File: src/rtl/ad_frame_serializer.sv
// ad_frame_serializer: AD7864 channel words to a 64-bit McBSP serial frame.
// AD_FRAME_CHTAG_EN: tag words with channel number, else sign-extend data.
module ad_frame_serializer #(
   parameter int SCLK_DIV = 2,
   parameter int NCH      = 4
) (
   input  logic        clkin,
   input  logic        rst_bar,
   input  logic        conv_start,
   input  logic        smp_valid,
   input  logic [11:0] smp_data,
   input  logic        ovf_clr,
   output logic        sclk,
   output logic        fsx,
   output logic        dx,
   output logic        busy,
   output logic        ovf
);

   typedef enum logic [2:0] {
      S_IDLE,
      S_LOAD,
      S_FSYNC,
      S_SHIFT,
      S_GAP
   } tx_state_t;

   localparam logic [3:0] DIV_LAST = 4'(SCLK_DIV - 1);

   logic [11:0]       bank [NCH];
   logic [16*NCH-1:0] frame;
   logic [16*NCH-1:0] shadow;

   logic [1:0] idx;
   logic [1:0] wr_idx;
   logic [2:0] full_cnt;
   logic [2:0] cnt_eff;
   logic       set_done;
   logic       accept;
   logic       hand_pend;

   tx_state_t  st;
   tx_state_t  st_nxt;
   logic [3:0] div_cnt;
   logic [3:0] div_nxt;
   logic       hph;
   logic       hph_nxt;
   logic [5:0] bit_cnt;
   logic [5:0] bit_nxt;
   logic       tick;
   logic       per_end;

   logic sclk_nxt;
   logic fsx_nxt;
   logic dx_nxt;
   logic busy_nxt;

   // A conv_start in the same cycle as a sample makes it channel 0.
   assign wr_idx   = conv_start ? 2'd0 : idx;
   assign cnt_eff  = conv_start ? 3'd0 : full_cnt;
   assign set_done = smp_valid && (cnt_eff == 3'(NCH - 1));
   assign accept   = (st == S_IDLE) && !hand_pend;

   // Capture index and fill count; conv_start drops a partial set.
   always_ff @(posedge clkin or negedge rst_bar) begin
      if (!rst_bar) begin
         idx      <= 2'd0;
         full_cnt <= 3'd0;
      end else if (smp_valid) begin
         idx      <= wr_idx + 2'd1;
         full_cnt <= set_done ? 3'd0 : cnt_eff + 3'd1;
      end else if (conv_start) begin
         idx      <= 2'd0;
         full_cnt <= 3'd0;
      end
   end

   // Holding bank, written in channel order.
   always_ff @(posedge clkin) begin
      if (smp_valid) begin
         bank[wr_idx] <= smp_data;
      end
   end

   // Handoff request to the transmitter, or sticky overrun if it is busy.
   always_ff @(posedge clkin or negedge rst_bar) begin
      if (!rst_bar) begin
         hand_pend <= 1'b0;
         ovf       <= 1'b0;
      end else begin
         hand_pend <= set_done && accept;
         if (set_done && !accept) begin
            ovf <= 1'b1;
         end else if (ovf_clr) begin
            ovf <= 1'b0;
         end
      end
   end

   // Format the four bank words into one frame, word 0 first.
   always_comb begin
      frame = '0;
      for (int i = 0; i < NCH; i++) begin
`ifdef AD_FRAME_CHTAG_EN
         frame[16*(NCH-1-i) +: 16] = {2'(i), 2'b00, bank[i]};
`else
         frame[16*(NCH-1-i) +: 16] = {{4{bank[i][11]}}, bank[i]};
`endif
      end
   end

   // Shadow copy is taken only when an idle transmitter accepts a set.
   always_ff @(posedge clkin) begin
      if (st == S_IDLE && hand_pend) begin
         shadow <= frame;
      end
   end

   assign tick    = (div_cnt == DIV_LAST);
   assign per_end = tick && hph;

   // TX state and sclk timing counters.
   always_ff @(posedge clkin or negedge rst_bar) begin
      if (!rst_bar) begin
         st      <= S_IDLE;
         div_cnt <= 4'd0;
         hph     <= 1'b0;
         bit_cnt <= 6'd0;
      end else begin
         st      <= st_nxt;
         div_cnt <= div_nxt;
         hph     <= hph_nxt;
         bit_cnt <= bit_nxt;
      end
   end

   // Next state; each sclk period is a high half then a low half.
   always_comb begin
      st_nxt  = st;
      div_nxt = 4'd0;
      hph_nxt = 1'b0;
      bit_nxt = bit_cnt;
      if (st == S_FSYNC || st == S_SHIFT || st == S_GAP) begin
         hph_nxt = hph;
         if (tick) begin
            hph_nxt = ~hph;
         end else begin
            div_nxt = div_cnt + 4'd1;
         end
      end
      unique case (st)
         S_IDLE: begin
            bit_nxt = 6'd0;
            if (hand_pend) begin
               st_nxt = S_LOAD;
            end
         end
         S_LOAD: begin
            st_nxt = S_FSYNC;
         end
         S_FSYNC: begin
            if (per_end) begin
               st_nxt = S_SHIFT;
            end
         end
         S_SHIFT: begin
            if (per_end) begin
               bit_nxt = bit_cnt + 6'd1;
               if (bit_cnt == 6'd63) begin
                  st_nxt = S_GAP;
               end
            end
         end
         S_GAP: begin
            if (per_end) begin
               st_nxt = S_IDLE;
            end
         end
         default: begin
            st_nxt = S_IDLE;
         end
      endcase
   end

   // Output values for the coming cycle; dx/fsx move with sclk rising.
   always_comb begin
      sclk_nxt = 1'b0;
      fsx_nxt  = 1'b0;
      dx_nxt   = 1'b0;
      busy_nxt = 1'b0;
      unique case (st_nxt)
         S_FSYNC: begin
            sclk_nxt = !hph_nxt;
            fsx_nxt  = 1'b1;
            busy_nxt = 1'b1;
         end
         S_SHIFT: begin
            sclk_nxt = !hph_nxt;
            dx_nxt   = shadow[~bit_nxt];
            busy_nxt = 1'b1;
         end
         S_GAP: begin
            busy_nxt = 1'b1;
         end
         default: begin
            busy_nxt = 1'b0;
         end
      endcase
   end

   // Registered pins keep sclk glitch-free toward the DSP.
   always_ff @(posedge clkin or negedge rst_bar) begin
      if (!rst_bar) begin
         sclk <= 1'b0;
         fsx  <= 1'b0;
         dx   <= 1'b0;
         busy <= 1'b0;
      end else begin
         sclk <= sclk_nxt;
         fsx  <= fsx_nxt;
         dx   <= dx_nxt;
         busy <= busy_nxt;
      end
   end

endmodule

File: config.mk
export PLATFORM = sky130hd
export DESIGN_NAME = ad_frame_serializer
export DESIGN_NICKNAME = d
export VERILOG_FILES = /design/src/rtl/ad_frame_serializer.sv
export SDC_FILE = /design/constraint.sdc
export NUM_CORES = 1
export LEC_CHECK = 0
export ABC_AREA = 1
export BUFFER_PORTS_ARGS = -buffer_cell sky130_fd_sc_hd__buf_2
export CORE_AREA = 2 2 114 116
export DETAILED_ROUTE_END_ITERATION = 16
export DIE_AREA = 0 0 116 118
export PLACE_DENSITY = 0.64
export SLEW_MARGIN = 15
export SYNTH_ARGS = -nofsm -noshare
export SYNTH_HDL_FRONTEND = slang
export SYNTH_SLANG_ARGS = --single-unit
File: constraint.sdc
create_clock -name clkin -period 9.4 [get_ports clkin]
set_input_delay 2.82 -clock clkin [delete_from_list [all_inputs] [get_ports clkin]]
set_output_delay 2.82 -clock clkin [all_outputs]
set_load 0.05 [all_outputs]
==> metrics.md <==
| Metric | Value |
|---|---|
| Most frequent cell after synthesis | edfxtp_1 |
| Post-Route Skew | 8.43 ps |
| First-pass GRT wire length | between 15,000 and 20,000 µm |
| Setup Viol. Count Final | 0 |
| Number of synthesized flops with an enable pin | 96 |
| Post-synthesis sequential area ratio | between 70 and 80% |
| Clock slew at reported path FFs | about 50 ps |
| DIE AREA | 0.0137 mm² |
| Ant. Diodes | 0 |
| DRT iter0 DRCs | 190 |
| H-tree depth | 4 |
| Post-Synthesis Cells | roughly 390 |
| Largest net degree at the start of global routing | 50 |
| Maxcap violations | 0 |
| # rows | 41 |
| Worst skew pair latency | approximately 400 ps |
| Port-buffer cells | 21 |
| Hold_buf cts | 0 |
| Synth Cell Area | about 0.005 mm² |
| Die width | ~120 µm |
| Main synth FF type | edfxtp_1 |
| Register bit count reported by yosys | 121 |
| CTS Root Cell | clkbuf_16 |
| Final Max Tran Viols | 0 |
| Post-route ant nets | 0 |
| Critical path class | in -> reg |
| CTS tree | built |
| Commonest cells in the netlist | 96 x edfxtp_1, 69 x nand2_1, 60 x nand3_1 |
| Syn Nets | 421 |
| CP Max Fanout | 12 |
| Setup_tns | 0 ps |
| Lkg Pwr | between 2 and 2.5 nW |
| I/O pin cnt | 22 |
| GRT Total Usage | between 15 and 20% |
| RePlAce Congestion | 0.821 |
| Critical path required time | ~9500 ps |
| Die Height | between 100 and 150 µm |
| Synth Warn # | 0 |
| Peak supply drop | roughly 120 µV |
| Antenna violations before repair | 0 |
| Hold WC Path Type | reg -> reg |
| Area of the multi-input gates | 0.00111 mm² |
| Final hold violations | 0 |
| Yosys top cell area share | 59.2% |
| Power density over the cells | approximately 250 mW/mm² |
| Vias in the first global route | 3,012 |
| Critical path arrival | just under 4000 ps |
| Fin crit period | 3850 ps |
| HPWL Detailed | between 5000 and 6000 µm |
| Post-CTS resize count | 0 |
| Period utilization | around two fifths |
| CP startpoint kind | primary input |
| Vias post-DR | 2,840 |
| Initial Utilization | between 30% and 40% |
| Relative slew slack | between 50% and 60% |
| RSZ-0062 raised after global routing | no |
| Bufs on Longest Clock Path | 2 |
| Fin nets | ~450 |
| Ys async rst share | 20.7% |
| Status | completed |
| Minimum hold slack | 413 ps |
| Vias/cell | ~4.6 |
| Critical Path End Type | register |
| GRT overflow | 0 |
| Top achievable clock speed | between 0.2 and 0.3 GHz |
| Share of cells above drive strength 1 | 14.4% |
| # fillers | approximately 1,200 |
| Post-route DRC | 0 |
| Postcts setup bufs | 0 |
| Initial DRT Pass Iterations | 4 |
| CORE AREA | between 0.01 and 0.015 mm² |
| TritonCTS buffer count | 17 |
| Mean routed wirelength per cell | roughly 15 µm |
| Routed WL | around 9000 µm |
| Layout area overhead | 17.4% |
| CTS Sinks | 121 |
| Syn Area/Cell | 12.4 µm² |
| Area contributors post-synth | edfxtp_1 59%, dfrtp_1 13%, nand3_1 6.2% |
| Storage cell area | 0.00351 mm² |
| Tightest Pin Transition | 639 ps |
| Cell taking the most area after synthesis | edfxtp_1 |
| Count of cell types in the netlist | 30 |
## layer usage
metal,vias to the layer above,track usage [%],routed length [µm]
met5,-,0,0
met4,0,6.55,115
met3,11,4.99,374
met2,46,24.6,4710
met1,1372,18.0,3930
li1,1411,-,-
## critical path: stages
cell and delay, ps:
buf_2 110, inv_1 100, nand2_1 150, inv_1 130
ha_1 150, nand2_1 70, inv_1 370
## power by group
group	switching, W	internal (W)
sequential	0.0000157	0.000609
clock	0.000227	0.000387
combinational	0.000145	0.0000540
## sequential cells by signal (all words and copies together), names as in the netlist, 2 cells and up
register	count
bank	48
full_cnt	3
st	3
bit_cnt	6
div_cnt	4
shadow	48
idx	2
## kinds of logic after synthesis
logic type               after synthesis  synth area share (%)
XOR/XNOR                               3                 0.540
AND/OR/NAND/NOR                      174                  17.3
adder cells (fa/ha/maj)               10                  2.57
AO/OA/AOI/OAI                         22                  2.34
buffers and inverters                 64                  5.27
flip-flops                           121                  72.0
## path summary, 6_finish.rpt
kind | start | to | slack, ps | cells past startpoint
max | conv_start | bank[1][0] | 5550 | 7
min | bank[0][0] | shadow[48] | 410 | 0
max reg2reg | div_cnt[1] | dx | 6640 | 18
min reg2reg | bank[0][0] | shadow[48] | 410 | 0
max in group asynchronous | rst_bar | st[1] | 6630 | 1
min in group asynchronous | rst_bar | div_cnt[1] | 2400 | 1
## final cells by class
type	instances	share of cell area, %
flip-flops and latches	121	61.4
multi-input cells	209	19.5
well taps	172	3.76
inverters	55	3.61
repair buffers	22	1.97
clock buffers	19	7.57
clock inverters	13	2.23
## through the flow
| step | cells | power [W] | cell area [µm²] | setup WS [ps] | util [%] |
|---|---|---|---|---|---|
| 6_report | 611 | 0.00144 | 5720 | 5550 | 46.0 |
| 5_1_grt | 611 | 0.00151 | 5720 | 5450 | 46.0 |
| 4_1_cts | 611 | 0.00145 | 5720 | 5500 | 46.0 |
| 3_5_place_dp | 579 | 0.000837 | 5160 | 5100 | 41.5 |
| 3_3_place_gp | 579 | 0.000830 | 5160 | 5180 | 41.5 |
| 2_1_floorplan | 394 | 0.000778 | 4870 | 5510 | - |
## layout by cell type, fill, tap and decap left out, types with 12 or more instances in the layout
master | Yosys | layout
nand3b_1 | 15 | 15
dfrtp_1 | 25 | 25
edfxtp_1 | 96 | 96
a21oi_1 | 12 | 12
nor2_1 | 17 | 16
clkbuf_16 | 0 | 17
buf_2 | 4 | 21
nand2_1 | 69 | 69
inv_1 | 52 | 52
nand3_1 | 60 | 60
Note: power is estimated with default switching activity, not from simulation.
